<file path="src/rtl/sum_accumulator.sv">
// sum_accumulator: streaming frame accumulator.
//   Accepts BIT_WIDTH-bit unsigned samples over a valid/ready handshake and
//   sums SAMPLE_COUNT of them through one adder_nbit. It then presents the frame
//   total (modulo 2^BIT_WIDTH) and a sticky carry-out flag, and holds them until
//   they are consumed.
//
// Ports (sum_accumulator):
//   clk          in   1          system clock, rising edge
//   rst          in   1          synchronous reset, active-high
//   clear        in   1          synchronous frame abort, active-high
//   in_valid     in   1          in_data is valid this cycle
//   in_ready     out  1          block can accept a sample this cycle
//   in_data      in   BIT_WIDTH  sample, unsigned
//   out_valid    out  1          frame result valid
//   out_ready    in   1          consumer takes result this cycle
//   out_sum      out  BIT_WIDTH  frame total, modulo 2^BIT_WIDTH
//   out_overflow out  1          any adder carry-out during the frame
//
// Ports (adder_nbit):
//   a, b         in   BIT_WIDTH  unsigned operands
//   carry_in     in   1          carry into bit 0
//   sum          out  BIT_WIDTH  a + b + carry_in, modulo 2^BIT_WIDTH
//   overflow     out  1          carry out of the top bit

module adder_nbit #(
    parameter int unsigned BIT_WIDTH = 4
) (
    input  logic [BIT_WIDTH-1:0] a,
    input  logic [BIT_WIDTH-1:0] b,
    input  logic                 carry_in,
    output logic [BIT_WIDTH-1:0] sum,
    output logic                 overflow
);
    logic [BIT_WIDTH:0] w_full;

    assign w_full   = {1'b0, a} + {1'b0, b} + {{BIT_WIDTH{1'b0}}, carry_in};
    assign sum      = w_full[BIT_WIDTH-1:0];
    assign overflow = w_full[BIT_WIDTH];
endmodule

module sum_accumulator #(
    parameter int unsigned BIT_WIDTH    = 4,
    parameter int unsigned SAMPLE_COUNT = 8
) (
    input  logic                 clk,
    input  logic                 rst,
    input  logic                 clear,
    input  logic                 in_valid,
    output logic                 in_ready,
    input  logic [BIT_WIDTH-1:0] in_data,
    output logic                 out_valid,
    input  logic                 out_ready,
    output logic [BIT_WIDTH-1:0] out_sum,
    output logic                 out_overflow
);
    localparam int unsigned     CW       = $clog2(SAMPLE_COUNT) + 1;
    localparam logic [CW-1:0]   LAST_CNT = CW'(SAMPLE_COUNT - 1);

    typedef enum logic [1:0] {
        ST_IDLE,
        ST_ACCUM,
        ST_HOLD
    } state_t;

    state_t               r_state;
    logic [BIT_WIDTH-1:0] r_acc;
    logic [CW-1:0]        r_cnt;
    logic                 r_ovf;
    logic                 r_in_ready;
    logic                 r_out_valid;

    logic                 w_accept;
    logic [BIT_WIDTH-1:0] w_sum;
    logic                 w_carry;

    adder_nbit #(
        .BIT_WIDTH(BIT_WIDTH)
    ) u_adder (
        .a       (in_data),
        .b       (r_acc),
        .carry_in(1'b0),
        .sum     (w_sum),
        .overflow(w_carry)
    );

    // Handshake uses the registered ready only, so a sample can never be
    // taken in the same cycle a held result is consumed.
    assign w_accept = in_valid & r_in_ready;

    always_ff @(posedge clk) begin
        if (rst || clear) begin
            r_state     <= ST_IDLE;
            r_acc       <= '0;
            r_cnt       <= '0;
            r_ovf       <= 1'b0;
            r_in_ready  <= 1'b1;
            r_out_valid <= 1'b0;
        end else begin
            case (r_state)
                ST_IDLE, ST_ACCUM: begin
                    if (w_accept) begin
                        r_acc <= w_sum;
                        r_ovf <= r_ovf | w_carry;
                        r_cnt <= r_cnt + CW'(1);
                        // cnt is 0 in IDLE, so a one-sample frame goes straight to HOLD.
                        if (r_cnt == LAST_CNT) begin
                            r_state     <= ST_HOLD;
                            r_in_ready  <= 1'b0;
                            r_out_valid <= 1'b1;
                        end else begin
                            r_state <= ST_ACCUM;
                        end
                    end
                end
                ST_HOLD: begin
                    if (out_ready) begin
                        r_state     <= ST_IDLE;
                        r_acc       <= '0;
                        r_cnt       <= '0;
                        r_ovf       <= 1'b0;
                        r_in_ready  <= 1'b1;
                        r_out_valid <= 1'b0;
                    end
                end
                default: begin
                    r_state     <= ST_IDLE;
                    r_acc       <= '0;
                    r_cnt       <= '0;
                    r_ovf       <= 1'b0;
                    r_in_ready  <= 1'b1;
                    r_out_valid <= 1'b0;
                end
            endcase
        end
    end

    assign in_ready     = r_in_ready;
    assign out_valid    = r_out_valid;
    // Partial totals stay hidden until the frame is complete.
    assign out_sum      = r_out_valid ? r_acc : '0;
    assign out_overflow = r_out_valid & r_ovf;

`ifndef SYNTHESIS
    always_ff @(posedge clk) begin
        if (!rst) begin
            assert (!$isunknown(clear))
                else $error("sum_accumulator: clear is X/Z");
            assert (!(clear === 1'b0 && in_valid === 1'b1 && r_in_ready === 1'b1
                      && $isunknown(in_data)))
                else $error("sum_accumulator: accepted in_data is X/Z");
        end
    end
`endif
endmodule

</file>
<file path="config.mk">
export PLATFORM = sky130hd
export DESIGN_NAME = sum_accumulator
export DESIGN_NICKNAME = d
export VERILOG_FILES = /design/src/rtl/sum_accumulator.sv
export SDC_FILE = /design/constraint.sdc
export NUM_CORES = 1
export LEC_CHECK = 0
export CAP_MARGIN = 20
export CORE_MARGIN = 1
export CORE_UTILIZATION = 25
export CTS_CLUSTER_DIAMETER = 150
export DETAILED_ROUTE_END_ITERATION = 7
export HOLD_SLACK_MARGIN = 0.15
export PLACE_DENSITY = 0.51
export SYNTH_ARGS = -nofsm -noshare
export SYNTH_HDL_FRONTEND = slang
export SYNTH_SLANG_ARGS = --single-unit
</file>
<file path="constraint.sdc">
create_clock -name clk -period 4.7 [get_ports clk]
set_clock_uncertainty 0.15 [all_clocks]
set_input_delay 0.705 -clock clk [delete_from_list [all_inputs] [get_ports clk]]
set_output_delay 0.705 -clock clk [all_outputs]
set_load 0.01 [all_outputs]
</file>
; Word level (Yosys, flattened, before mapping)
; Cells that the tools add are included.
[totals]
reg_bits = 13
input_bits = 9
[op_classes]
bitwise = 3
mux = 20
n_reduce_logical = 5
addsub = 2
n_eq_ne = 6
[ops]
columns = cell, n
row1 = 4-bit two-way mux, 4
row2 = 4-bit case mux with 2 select lines, 2
row3 = 1-bit two-way mux, 7
row4 = 2-bit two-way mux, 3
row5 = 2-bit != test (second input constant), 3
row6 = 1-bit case mux with 2 select lines, 3
row7 = 4-bit by 4-bit adder with 5-bit output, 1
row8 = 4-bit by 1-bit adder with 4-bit output (second input constant), 1
row9 = 4-bit by 3-bit equality test with 1-bit output (second input constant), 1
row10 = 2-bit case mux with 2 select lines, 1
row11 = 3-bit AND reduction, 1
row12 = 1-bit bitwise AND, 2
row13 = 2-bit by 1-bit equality test with 1-bit output (second input constant), 1
row14 = 2-bit equality test (second input constant), 1
row15 = 2-bit logical NOT, 1
row16 = 2-bit AND reduction, 1
row17 = 2-bit OR reduction, 1
row18 = 1-bit logical OR, 1
row19 = 1-bit OR, 1

; Longest topological paths before layout
; Gate-level depths: netlist (run 1).
[depth]
word_depth = 4
mapped_depth = 6
mapped_depth_nobuf = 6

; By module
; A second synthesis (run 1) with hierarchy kept.
[hier_totals]
cells_unflattened = 90
area_unflattened_um2 = 772.0
[by_module_without_submodules]
columns = module, n_inst, cells_per_inst, seq_area_each_um2, area_per_inst_um2
row1 = sum_accumulator, 1, 74, 260.2, 628.1
row2 = adder_nbit, 1, 16, 0.0, 143.9

; Worst setup path before layout (run 1)
; No wires, ideal clock.
[synth_path]
kind = in2reg
start = in in_data[0]
end = reg r_acc[2]
path_slack_ns = 2.658
arrival_ns = 1.822
cell_stages = 6
path_cell_list = ha_1 > inv_1 > fa_1 > xor2_1 > or3_1 > a21oi_1
[synth_between]
elab_chain_cells = 3
[synth_rtl]
columns = element, line
row1 = "start, declared", 50  ; input logic [BIT_WIDTH-1:0] in_data,
row2 = 4-bit by 4-bit adder with 5-bit output, 36  ; assign w_full = {1'b0, a} + {1'b0, b} + {{BIT_WIDTH{1'b0}}, carry_in};
row3 = 4-bit two-way mux, 101  ; if (w_accept) begin
row4 = 4-bit case mux with 2 select lines, 99  ; case (r_state)
row5 = "end signal, assigned", 102  ; r_acc <= w_sum;
row6 = "end, declared", 66  ; logic [BIT_WIDTH-1:0] r_acc;
; Every way passes these cells. The select of a mux whose other input is x is not followed.
; A chain may end at the register's enable or synchronous reset.

; Worst setup path in the final report (run 1)
; Same ends and word-level chain as after synthesis.

==> flow_summary.ini, run 1 <==
[synthesis]
async_flop_share_pct = 0
syn_area_um2 = 788
synth.net_count = 102
synth.yosys.seq_area_share_pct = 33.0
synth-main-ff-cell = dfxtp_1
synth_cells = 87
synth_warnings = 0
synth_edf_count = 0
synth.avg_cell_area_um2 = 9.06
synth_cell_types = 29
ys_seq_elements = 13

[power_and_ir_drop]
combPwrFrac_pct = 13.2
seq_power_share_pct = 53.5
intPower_mw = 0.160
pwr_density_cell_mw_per_mm2 = 219
vdd_drop_max_uv = 100
p_sw_mw = 0.0541
clkPwrFrac_pct = 33.3
switching_share_pct = 25.3
leakage_nw = 0.346

[clock_tree]
path_clk_slew_ns = 0.08
clock_latency_ns = 0.27
clock-sinks = 13
cts-root-buf = clkbuf_4
postCtsSetupRepairBufs = 0
cts_tree = built
cts_buffers = 3
htree_levels = 1
post_cts_resized = 0
clock_path_buffers = 2
ctsHoldBuffers = 0

[cells_and_area]
syn2layout_area_growth_pct = 23.7
layout.nets = 118
drive_above_1_share_pct = 6.86
num_antenna_cells = 0
nFillCells = 320

[routing]
drtPass1Iterations = 4
viasPerCell = 4.63
final_antenna_net_count = 0
post_drt_wl_per_cell_um = 11.8
drtIter0Drc = 17
routed_wl_mm = 1.73
drc = 0
dr_total_vias = 676

[timing]
worst_slew_pin_slew_ns = 0.714
rsz0062_at_grt = no
layout_worst_path_cycle_share_pct = 49.2
drv_slew = 0
hold_viol = 0
tns_ns = 0
max-slew-margin-rel_pct = 52.4
fmax_mhz = 433
min_period_ns = 2.31
setup_viol = 0
worst_slack_ns = 2.39

[global_route]
grt_pass1_wl_mm = 2.93
grt_usage_pct = 11.5
overflow = 0
first_global_vias = 623
antenna_found_initial = 0
grt_max_degree = 19

[place]
gp_congestion = 0.704
dp_slack_ns = 2.11
numPortBuffers = 15
dpl.hpwl_mm = 1.24

[worst_setup_path]
worstPathArrival_ns = 2.37
cp-end-kind = flip-flop
crit_type = in -> reg
worstSetupStartpointType = primary input
required_ns = 4.76
crit_fanout = 2

[die]
io_pins = 16
die_w_um = 58.2
core_mm2 = 0.00303
dieArea_mm2 = 0.00338
start_util_pct = 26.0
die_h_um = 58.2
core.rowCount = 20

[job]
maxCapViolations = 0

[outcome]
status = completed

[hold_path]
holdCritPathClass = reg -> reg
[critical path, cell delays in order]
cell,delay (ns)
clkdlybuf4s50_1,0.46
ha_1,0.16
inv_1,0.06
fa_1,0.38
xor2_1,0.16
or3_1,0.30
a21oi_1,0.14
[area by class of cell]
class | count | area [um^2] | area share (%)
clock buffers | 4 | 26.3 | 2.70
inverters | 4 | 15.0 | 1.54
multi-input cells | 66 | 468 | 48.0
flip-flops and latches | 13 | 260 | 26.7
well taps | 44 | 55.1 | 5.65
repair buffers | 15 | 150 | 15.4
[final timing paths]
check / startpoint / end / slack [ns] / cells past startpoint
worst max-delay path: in_data[0] / r_acc[2]$_SDFFE_PP0P_ / 2.39 / 7
worst min-delay path: r_ovf$_SDFFE_PP0P_ / r_ovf$_SDFFE_PP0P_ / 0.29 / 2
worst max register to register: r_acc[0]$_SDFFE_PP0P_ / r_acc[2]$_SDFFE_PP0P_ / 2.92 / 6
worst min register to register: r_ovf$_SDFFE_PP0P_ / r_ovf$_SDFFE_PP0P_ / 0.29 / 2
[per-layer routing]
layer | global-route usage, % | up-vias | wire (um) | share of wire, %
met5 | 0 | - | 0 | 0
li1 | - | 345 | - | -
met4 | 4.42 | 0 | 27 | 1.6
met1 | 15.6 | 309 | 828 | 48
met2 | 17.2 | 20 | 771 | 45
met3 | 3.35 | 2 | 100 | 5.8
[synth_stat cells (all sizes together), types with 4 or more instances]
cell type / count / area, um^2
nand3: 10 / 50.1
nand3b: 5 / 50.1
a21oi: 10 / 50.1
buf: 4 / 45.0
inv: 4 / 15.0
nand2: 5 / 18.8
nor2: 5 / 18.8
and2: 5 / 31.3
ha: 5 / 62.6
dfxtp: 13 / 260
[power by group through the flow]
stage	Sequential [mW]	Combinational [mW]	Clock [mW]
2_1_floorplan	0.117	0.0182	0
3_3_place_gp	0.117	0.0273	0
3_5_place_dp	0.117	0.0280	0
4_1_cts	0.114	0.0282	0.0729
5_1_grt	0.115	0.0318	0.0770
6_report	0.114	0.0281	0.0713
[cells in the final DEF (no fill, tap or decap), drive strengths merged]
| master | Yosys | final |
|---|---|---|
| o21ai | 1 | 1 |
| fa | 1 | 1 |
| inv | 4 | 4 |
| a21oi | 10 | 10 |
| nand3b | 5 | 5 |
| a21boi | 1 | 1 |
| clkbuf | 0 | 4 |
| mux2i | 2 | 2 |
| ha | 5 | 5 |
| or2 | 1 | 1 |
| a21o | 2 | 2 |
| nand4 | 1 | 1 |
| a2111o | 1 | 1 |
| nor2 | 5 | 5 |
| xor2 | 1 | 1 |
| nand2b | 1 | 1 |
| and2 | 5 | 5 |
| dfxtp | 13 | 13 |
| and4bb | 1 | 1 |
| nand2 | 5 | 5 |
| or3 | 2 | 2 |
| and3b | 2 | 2 |
| a221o | 1 | 1 |
| o211ai | 1 | 1 |
| nand3 | 10 | 10 |
| clkdlybuf4s50 | 0 | 15 |
| o2bb2ai | 1 | 1 |
| a31oi | 1 | 1 |
[state kept, by name (all words and copies together), names as in the netlist]
register / cells
r_acc: 4
r_cnt: 4
r_state: 2
in_ready: 1
out_valid: 1
r_ovf: 1
[kinds of logic after synthesis]
logic type	share of synthesized area, %
compound gates	15.9
xor+xnor	1.11
fa+ha+maj	10.5
buf+inv	7.62
flops	33.0
mux	2.54
simple gates	29.4
[through the flow]
| step | area [um^2] | total power [mW] | cells | hold WS, ns | utilization, % |
|---|---|---|---|---|---|
| 2_1_floorplan | 788 | 0.135 | 87 | 0.270 | - |
| 3_3_place_gp | 948 | 0.144 | 142 | 0.285 | 31.3 |
| 3_5_place_dp | 948 | 0.145 | 142 | 0.287 | 31.3 |
| 4_1_cts | 975 | 0.216 | 146 | 0.299 | 32.2 |
| 5_1_grt | 975 | 0.224 | 146 | 0.329 | 32.2 |
| 6_report | 975 | 0.214 | 146 | 0.294 | 32.2 |
No activity file was read; power rests on OpenSTA's default activity.
==> run 2: changes to the inputs <==
==> constraint.sdc (replaced) <==
create_clock -name clk -period 2.2 [get_ports clk]
set_clock_uncertainty 0.15 [all_clocks]
set_input_delay 0.33 -clock clk [delete_from_list [all_inputs] [get_ports clk]]
set_output_delay 0.33 -clock clk [all_outputs]
set_load 0.01 [all_outputs]
==> flow_summary.ini, run 2 (same netlist as run 1, synthesis figures left out) <==
[timing]
worst_hold_slack_ns = 0.303
min_period_ns = 1.95
max-slew-margin-rel_pct = 77.2
layout_worst_path_cycle_share_pct = 88.5
rsz0062_at_grt = no
worst_slew_pin_slew_ns = 0.341
setup_viol = 0
hold_viol = 0
fmax_mhz = 514
drv_slew = 0

[worst_setup_path]
required_ns = 2.26
crit_fanout = 2
rr_worst_depth = 6
slowest_delay_ns = 0.46
worstPathArrival_ns = 2.01
cp.buffers_inverters = 2
timing.rr.end = r_acc[2]$_SDFFE_PP0P_
r2r_start = r_acc[0]$_SDFFE_PP0P_
cp-end-kind = flip-flop
worstSetupStartpointType = primary input
crit_chain = clkdlybuf4s50_1 > ha_1 > inv_1 > fa_1 > xor2_1 > or3_1 > a21oi_1
crit_type = in -> reg
crit_path_top_delay_cell = clkdlybuf4s50_1
r2r_slack_ns = 0.42
crit_family = adder cells

[clock_tree]
cts_tree = built
clock_latency_ns = 0.27
clock-sinks = 13
path_clk_slew_ns = 0.08
cts-root-buf = clkbuf_4
post_cts_resized = 0
ctsHoldBuffers = 0
clock_path_buffers = 2
cts_buffers = 3
htree_levels = 1
postCtsSetupRepairBufs = 0

[cells_and_area]
layout.nets = 120
top_regs = r_acc: 4 flops, r_cnt: 4 flops, r_state: 2 flops
drive_above_1_share_pct = 8.65
num_antenna_cells = 0
nFillCells = 326
layout_common_cells = 15 x clkdlybuf4s50_1, 13 x dfxtp_1, 10 x nand3_1, 10 x a21oi_1
post-route-cell-area_um2 = 990
syn2layout_area_growth_pct = 25.6
final_common_cell = clkdlybuf4s50_1
final_cells = 148

[place]
numPortBuffers = 15
gp_congestion = 0.700
placed_cell_area_um2 = 963
dpl.hpwl_mm = 1.25
placed_cells = 144

[routing]
drc = 0
final_antenna_net_count = 0
post_drt_wl_per_cell_um = 11.7
routed_wl_mm = 1.73
drtIter0Drc = 15
dr_total_vias = 677
drtPass1Iterations = 4
viasPerCell = 4.57

[die]
core_mm2 = 0.00303
dieArea_mm2 = 0.00338
start_util_pct = 26.0
io_pins = 16
die_w_um = 58.2
core.rowCount = 20
die_h_um = 58.2

[job]
maxCapViolations = 0

[hold_path]
hold_path_startpoint = r_ovf$_SDFFE_PP0P_
min_to = r_ovf$_SDFFE_PP0P_
whs_path_depth = 2
holdCritPathClass = reg -> reg

[power_and_ir_drop]
pwr_density_cell_mw_per_mm2 = 461
leakage_nw = 0.355
vdd_drop_max_uv = 224

[global_route]
grt_max_degree = 19
overflow = 0
grt_pass1_wl_mm = 3.02
first_global_vias = 666
grt_usage_pct = 11.8
antenna_found_initial = 0

[outcome]
status = completed
==> run 2: stage by stage <==
stage | util [%] | setup slack [ns] | setup TNS, ns | power (mW)
4_1_cts | 32.7 | 0.255 | 0 | 0.462
2_1_floorplan | - | 0.533 | 0 | 0.288
6_report | 32.7 | 0.253 | 0 | 0.457
3_5_place_dp | 31.8 | -0.0190 | -0.0320 | 0.311
3_3_place_gp | 31.8 | 0.00814 | 0 | 0.310
5_1_grt | 32.7 | 0.190 | 0 | 0.486
==> run 2: how the worst max path moves through the flow <==
stage / startpoint / to / slack (ns) / cells after the start
4_1_cts: out_valid$_SDFFE_PP0P_ / out_sum[3] / 0.26 / 2
3_5_place_dp: in_data[0] / r_acc[2]$_SDFFE_PP0P_ / -0.02 / 7
5_1_grt: out_valid$_SDFFE_PP0P_ / out_sum[0] / 0.19 / 2
6_report: in_data[0] / r_acc[2]$_SDFFE_PP0P_ / 0.25 / 7
2_1_floorplan: in_data[0] / r_acc[2]$_SDFFE_PP0P_ / 0.53 / 6
3_3_place_gp: in_data[0] / r_acc[2]$_SDFFE_PP0P_ / 0.008 / 7
==> run 2: per-layer routing <==
metal  share of wire, %  wire length [um]  track usage, %
met5                  0                 0               0
met4                1.1                19            4.08
met3                4.4                76            3.57
met2                 42               730            18.4
met1                 52               899            15.3
==> run 2: worst reg2reg max path, cell delays in order (launching register included) <==
cell and delay [ns]:
dfxtp_1 0.35, ha_1 0.17, inv_1 0.06, fa_1 0.39, xor2_1 0.15, or3_1 0.31, a21oi_1 0.14
==> run 2: final cells by class <==
type	count	area, um^2	area share, %
multi-input combinational	66	468	47.3
sequential	13	260	26.3
timing repair buffer	17	165	16.7
tap	44	55.1	5.56
clock buffer	4	26.3	2.65
inverter	4	15.0	1.52
==> run 2: power breakdown <==
group / total [mW] / switching, mW / leakage [nW] / internal, mW
clock network: 0.151 / 0.0810 / 0.0150 / 0.0703
registers: 0.245 / 0.00436 / 0.105 / 0.240
logic: 0.0607 / 0.0288 / 0.235 / 0.0319
